[src/rtl/mem_access_unit.sv]
// Registered MEM stage: decodes load/store size, drives a word-lane bus with
// req/ack handshake, stalls EX while a transaction is outstanding and reports
// misaligned, illegal-size and faulting (bus error or timeout) accesses.
//
// state  | meaning
// IDLE   | ready to accept an instruction from EX; no bus request outstanding
// BUSY   | bus request held stable, waiting for mem_ack or timeout
module mem_access_unit #(
  parameter int XLEN    = 32,
  parameter int ADDR_W  = 32,
  parameter int TIMEOUT = 16
) (
  input  logic                clk,
  input  logic                rst,
  input  logic                i_valid,
  input  logic [XLEN-1:0]     i_rs_2,
  input  logic [4:0]          i_rd_num,
  input  logic [XLEN-1:0]     i_alu_out,
  input  logic [6:0]          i_opcode,
  input  logic [2:0]          i_func_3,
  input  logic                i_op_type,
  output logic                o_stall,
  output logic                o_valid,
  output logic [XLEN-1:0]     mem_out,
  output logic [4:0]          rd_num,
  output logic [XLEN-1:0]     alu_out,
  output logic                op_type,
  output logic [1:0]          o_exc,
  output logic                mem_req,
  output logic                mem_we,
  output logic [ADDR_W-1:0]   mem_addr,
  output logic [XLEN-1:0]     mem_wdata,
  output logic [XLEN/8-1:0]   mem_be,
  input  logic                mem_ack,
  input  logic [XLEN-1:0]     mem_rdata,
  input  logic                mem_err
);

  localparam int BE_W  = XLEN / 8;
  localparam int OFF_W = $clog2(BE_W);
  localparam int CNT_W = $clog2(TIMEOUT);

  localparam logic [0:0] S_IDLE = 1'b0;
  localparam logic [0:0] S_BUSY = 1'b1;

  localparam logic [6:0] OP_LOAD  = 7'b0000011;
  localparam logic [6:0] OP_STORE = 7'b0100011;

  localparam logic [1:0] EXC_NONE  = 2'b00;
  localparam logic [1:0] EXC_MISAL = 2'b01;
  localparam logic [1:0] EXC_FAULT = 2'b10;
  localparam logic [1:0] EXC_SIZE  = 2'b11;

  logic [0:0]       state;
  logic [CNT_W-1:0] tmo_cnt;
  logic [2:0]       r_func_3;
  logic [OFF_W-1:0] r_off;
  logic             r_load;
  logic [4:0]       r_rd;

  logic             is_load;
  logic             is_store;
  logic             size_bad;
  logic             misal;
  logic [1:0]       sz;
  logic [2:0]       amask;
  logic [7:0]       mask8;
  logic [OFF_W-1:0] off;
  logic [BE_W-1:0]  be_n;
  logic [XLEN-1:0]  addr_al;
  logic [XLEN-1:0]  wdata_n;
  logic [XLEN-1:0]  shifted;
  logic [XLEN-1:0]  ld_data;

  assign o_stall = (state == S_BUSY);

  // Decode size, alignment and bus lane controls from the EX-stage inputs
  always_comb begin
    is_load  = (i_opcode == OP_LOAD);
    is_store = (i_opcode == OP_STORE);
    sz       = i_func_3[1:0];
    off      = i_alu_out[OFF_W-1:0];
    size_bad = 1'b0;
    if (is_load && i_func_3 == 3'd7) size_bad = 1'b1;
    if (is_store && i_func_3[2]) size_bad = 1'b1;
    // Doubleword and LWU only exist on RV64
    if (XLEN == 32 && (sz == 2'd3 || i_func_3 == 3'd6)) size_bad = 1'b1;
    amask = 3'b111 >> (2'd3 - sz);
    misal = (i_alu_out[2:0] & amask) != 3'b000;
    case (sz)
      2'd0:    mask8 = 8'h01;
      2'd1:    mask8 = 8'h03;
      2'd2:    mask8 = 8'h0F;
      default: mask8 = 8'hFF;
    endcase
    be_n    = BE_W'(mask8) << off;
    addr_al = {i_alu_out[XLEN-1:OFF_W], OFF_W'(0)};
    wdata_n = i_rs_2 << {off, 3'b000};
  end

  // Steer the returned lane down to bit 0 and extend to XLEN
  always_comb begin
    shifted = mem_rdata >> {r_off, 3'b000};
    case (r_func_3)
      3'd0:    ld_data = XLEN'($signed(shifted[7:0]));
      3'd1:    ld_data = XLEN'($signed(shifted[15:0]));
      3'd2:    ld_data = XLEN'($signed(shifted[31:0]));
      3'd3:    ld_data = shifted;
      3'd4:    ld_data = XLEN'(shifted[7:0]);
      3'd5:    ld_data = XLEN'(shifted[15:0]);
      3'd6:    ld_data = XLEN'(shifted[31:0]);
      default: ld_data = '0;
    endcase
  end

  // IDLE/BUSY sequencing, bus request registers and WB result registers
  always_ff @(posedge clk or posedge rst) begin
    if (rst) begin
      state     <= S_IDLE;
      tmo_cnt   <= '0;
      r_func_3  <= '0;
      r_off     <= '0;
      r_load    <= 1'b0;
      r_rd      <= '0;
      o_valid   <= 1'b0;
      mem_out   <= '0;
      rd_num    <= '0;
      alu_out   <= '0;
      op_type   <= 1'b0;
      o_exc     <= EXC_NONE;
      mem_req   <= 1'b0;
      mem_we    <= 1'b0;
      mem_addr  <= '0;
      mem_wdata <= '0;
      mem_be    <= '0;
    end else begin
      o_valid <= 1'b0;
      case (state)
        S_IDLE: begin
          if (i_valid) begin
            alu_out  <= i_alu_out;
            op_type  <= i_op_type;
            r_func_3 <= i_func_3;
            r_off    <= off;
            r_load   <= is_load;
            r_rd     <= i_rd_num;
            if (!(is_load || is_store)) begin
              o_valid <= 1'b1;
              rd_num  <= i_rd_num;
              mem_out <= '0;
              o_exc   <= EXC_NONE;
            end else if (size_bad) begin
              o_valid <= 1'b1;
              rd_num  <= '0;
              mem_out <= '0;
              o_exc   <= EXC_SIZE;
            end else if (misal) begin
              o_valid <= 1'b1;
              rd_num  <= '0;
              mem_out <= '0;
              o_exc   <= EXC_MISAL;
            end else begin
              state     <= S_BUSY;
              tmo_cnt   <= '0;
              mem_req   <= 1'b1;
              mem_we    <= is_store;
              mem_addr  <= ADDR_W'(addr_al);
              mem_be    <= be_n;
              mem_wdata <= is_store ? wdata_n : '0;
            end
          end
        end
        S_BUSY: begin
          if (mem_ack) begin
            state   <= S_IDLE;
            mem_req <= 1'b0;
            o_valid <= 1'b1;
            if (mem_err) begin
              o_exc   <= EXC_FAULT;
              rd_num  <= '0;
              mem_out <= '0;
            end else begin
              o_exc   <= EXC_NONE;
              rd_num  <= r_load ? r_rd : 5'd0;
              mem_out <= r_load ? ld_data : '0;
            end
          end else if (tmo_cnt == CNT_W'(TIMEOUT - 1)) begin
            state   <= S_IDLE;
            mem_req <= 1'b0;
            o_valid <= 1'b1;
            o_exc   <= EXC_FAULT;
            rd_num  <= '0;
            mem_out <= '0;
          end else begin
            tmo_cnt <= tmo_cnt + 1'b1;
          end
        end
        default: state <= S_IDLE;
      endcase
    end
  end

endmodule

[config.mk]
export PLATFORM = sky130hd
export DESIGN_NAME = mem_access_unit
export DESIGN_NICKNAME = d
export VERILOG_FILES = /design/src/rtl/mem_access_unit.sv
export SDC_FILE = /design/constraint.sdc
export NUM_CORES = 1
export LEC_CHECK = 0
export ABC_AREA = 1
export BUFFER_PORTS_ARGS = -buffer_cell sky130_fd_sc_hd__buf_4
export CORE_ASPECT_RATIO = 1.1
export CORE_MARGIN = 2
export CORE_UTILIZATION = 37
export DETAILED_ROUTE_END_ITERATION = 8
export GPL_TIMING_DRIVEN = 0
export PLACE_DENSITY = 0.66
export SYNTH_ARGS = -nofsm -noshare
export SYNTH_HDL_FRONTEND = slang
export SYNTH_SLANG_ARGS = --single-unit
[constraint.sdc]
create_clock -name clk -period 4.42 [get_ports clk]
set_input_delay 0.221 -clock clk [delete_from_list [all_inputs] [get_ports clk]]
set_output_delay 0.221 -clock clk [all_outputs]
set_load 0.03 [all_outputs]
==> flow_metrics.env <==
export IMPL_fin_util_pct=52.8
export IMPL_worst_pin_slew_ns=0.688
export IMPL_grt_pass1_vias=6845
export IMPL_hold_viol=0
export IMPL_worstRegToRegCells=6
export IMPL_start_util_pct=37.9
export IMPL_rows=53
export IMPL_postCtsSetupBuffers=0
export IMPL_num_io_pins=261
export IMPL_async_flop_share_pct=100
export IMPL_n_antenna_cell=0
export IMPL_clock_sinks=155
export IMPL_drv_cap=0
export IMPL_io_buffers=258
export IMPL_drive_gt1_share_pct=28.5
export IMPL_postLayoutSetupSlackWorst_ns=2.45
export IMPL_crit_arrival_ns=2.32
export IMPL_crit_fanout=10
export IMPL_critPathRequiredTime_ns=4.77
export IMPL_p_sw_share_pct=30.5
export IMPL_pwr_share_seq_pct=43.0
export IMPL_min_period_over_period_pct=44.6
export IMPL_power_switching_mw=1.07
export IMPL_cp_top_family="compound AO/OA/AOI/OAI gates"
export IMPL_via_per_inst=4.91
export IMPL_drt_iter0_markers=480
export IMPL_grt_pass1_wl_mm=36.3
export IMPL_synth_seq_cells=155
export IMPL_final_cell_mix="nand2_1, buf_4, dfrtp_1, o21ai_0, inv_1"
export IMPL_crit_chain="buf_2 > nand3_1 > a21oi_1 > buf_2 > o211ai_1 > nand2_1"
export IMPL_rsz0062_at_grt="false"
export IMPL_ir_worst_vdd_mv=0.255
export IMPL_grt_max_degree=119
export IMPL_route_detailed_drc=0
export IMPL_ant_nets=0
export IMPL_min_path_cells=3
export IMPL_synth_ff_type="dfrtp_1"
export IMPL_internal_power_mw=2.45
export IMPL_startpoint_type="flip-flop"
export IMPL_fin_total_pwr_mw=3.53
export IMPL_antenna_found_initial=0
export IMPL_r2r_end="mem_out[0]"
export IMPL_r2r_slack_ns=2.45
export IMPL_critPathCaptureType="flip-flop"
export IMPL_fillCellCount=1924
export IMPL_min_from="i_rd_num[2]"
export IMPL_cts_buffers=17
export IMPL_hold_class="in2reg"
export IMPL_post_cts_resized=0
export IMPL_post_place_ws_ns=2.43
export IMPL_power_density_mw_per_mm2=347
export IMPL_cts_hold_buf=3
export IMPL_place_congestion=0.893
export IMPL_die_h_um=151
export IMPL_hold_end="r_rd[2]"
export IMPL_drt_first_pass_iters=5
export IMPL_cts_tree="yes"
export IMPL_cp_common_cell="buf_2"
export IMPL_power_frac_clock_pct=39.6
export IMPL_final_nets=1313
export IMPL_die_area_sq_mm=0.0208
export IMPL_clockRootBuffer="clkbuf_16"
export IMPL_yosys_warnings=0
export IMPL_syn_avg_cell_area_sq_um=7.98
export IMPL_area_delta_synth_final_pct=39.4
export IMPL_slew_headroom_pct=53.6
export IMPL_yosys_cell_types_count=36
export IMPL_synth_edf_count=0
export IMPL_track_usage_pct=22.8
export IMPL_avgRoutedWirePerCell_um=16.1
export IMPL_crit_slowest_cell="a21oi_1"
export IMPL_cts_buffer_depth=2
export IMPL_status="completed"
export IMPL_fp_dieW_um=138
export IMPL_skew_ns=0.0122
export IMPL_coreArea_sq_mm=0.0192
export IMPL_register_area_sq_mm=0.00388
export IMPL_clk_pin_slew_worst_paths_ns=0.06
export IMPL_min_period_ns=1.97
export IMPL_synthCells=913
export IMPL_mostFrequentLayoutCell="nand2_1"
export IMPL_overflow=0
export IMPL_clock_fmax_mhz=507
export IMPL_finalSetupViolCount=0
export IMPL_path_class="reg2reg"
export IMPL_p_comb_share_pct=17.3
export IMPL_drv_slew=0
export IMPL_netlist_area_sq_mm=0.00729
export IMPL_cts_max_level=4
export IMPL_multi_input_area_sq_mm=0.00282
export IMPL_dpl_hpwl_mm=17.9
export IMPL_critPathMaxStageDelay_ns=0.45
export IMPL_tns_ns=0
export IMPL_critPathBufInv=2
export IMPL_vias=7147
export IMPL_clk_latency_ns=0.42
export IMPL_power_leakage_nw=5.60
export IMPL_synth_seq_area_share_pct=53.2
export IMPL_finalWirelength_mm=23.5
export IMPL_r2r_start="o_stall"
## per-stage QoR
stage / hold WS (ns) / cells / area, sq um
after floorplan: 0.319 / 914 / 7290
after global placement: 0.425 / 1419 / 9540
after detailed placement: 0.209 / 1420 / 9570
after CTS: 0.00542 / 1455 / 10200
after global routing: 0.0125 / 1455 / 10200
final: 0.0266 / 1455 / 10200
## state kept, by name (all words and copies together), names as in the netlist, 3 cells and up
name and flops:
mem_wdata 32, rd_num 5, r_rd 5, mem_out 32
mem_addr 30, r_func_3 3, alu_out 32, tmo_cnt 4
mem_be 4
## power groups by stage
stage / clock network (mW) / registers (mW) / logic (mW)
4_1_cts: 1.43 / 1.52 / 0.616
6_report: 1.40 / 1.52 / 0.612
3_3_place_gp: 0 / 1.54 / 0.605
2_1_floorplan: 0 / 1.65 / 0.236
3_5_place_dp: 0 / 1.54 / 0.614
5_1_grt: 1.50 / 1.52 / 0.669
## worst max-delay path by stage
stage                     cells after the start            end     from
final                                         6     mem_out[0]  o_stall
after global routing                          6     mem_out[0]  o_stall
after CTS                                     6     mem_out[0]  o_stall
after detailed placement                      6     mem_out[0]  o_stall
after global placement                        2  mem_wdata[28]      rst
after floorplan                               1     alu_out[0]      rst
## cell families (layout without fill, tap and decap cells)
logic type	Yosys count	count (layout)	share of synthesized area, %
adders and majority gates	1	1	0.172
buffers and inverters	134	428	8.12
AOI/OAI and AO/OA	173	173	13.1
muxes	2	2	0.275
other	1	2	0.0515
and+or+nand+nor	447	447	25.1
DFF	155	155	53.2
## routing by layer
metal / vias up / GRT usage, % / part of all wire [%]
met4: 0 / 7.76 / 2.5
met5: - / 0 / 0
met1: 3339 / 28.7 / 41
met3: 40 / 7.13 / 8.9
li1: 3494 / - / -
met2: 274 / 37.0 / 47
## cells in the mapped netlist, types with 2 or more instances
cell	instances	share of area, %
o21ai_1	35	2.4
dfrtp_1	155	53
clkbuf_1	20	1.0
nand3_2	2	0.27
inv_2	4	0.21
nor2_1	10	0.52
nand2_1	360	19
buf_4	7	0.72
inv_1	75	3.9
o21ai_0	103	7.1
mux2i_1	2	0.27
o221ai_1	8	0.96
a22oi_1	8	0.82
clkinv_1	2	0.10
a21oi_1	7	0.48
nor2_2	4	0.34
buf_6	5	0.77
nand3_1	61	4.2
buf_2	17	1.2
o211ai_1	8	0.82
or2_2	4	0.34
buf_1	2	0.10
## tightest hold or removal path, delay by kind of cell
kind                   cells  cell delay [ns]
AND/OR/NAND/NOR            1             0.04
AO/OA/AOI/OAI              1             0.06
buffers and inverters      1             0.08
## final cells by class
type / count / area share [%]
sequential: 155 / 38.2
multi-input combinational: 625 / 27.8
timing repair buffer: 262 / 19.6
clock buffer: 17 / 4.19
inverter: 82 / 3.13
tap: 247 / 3.04
buffer: 52 / 2.77
clock inverter: 15 / 1.27
Power figures use the tool's default switching activity.
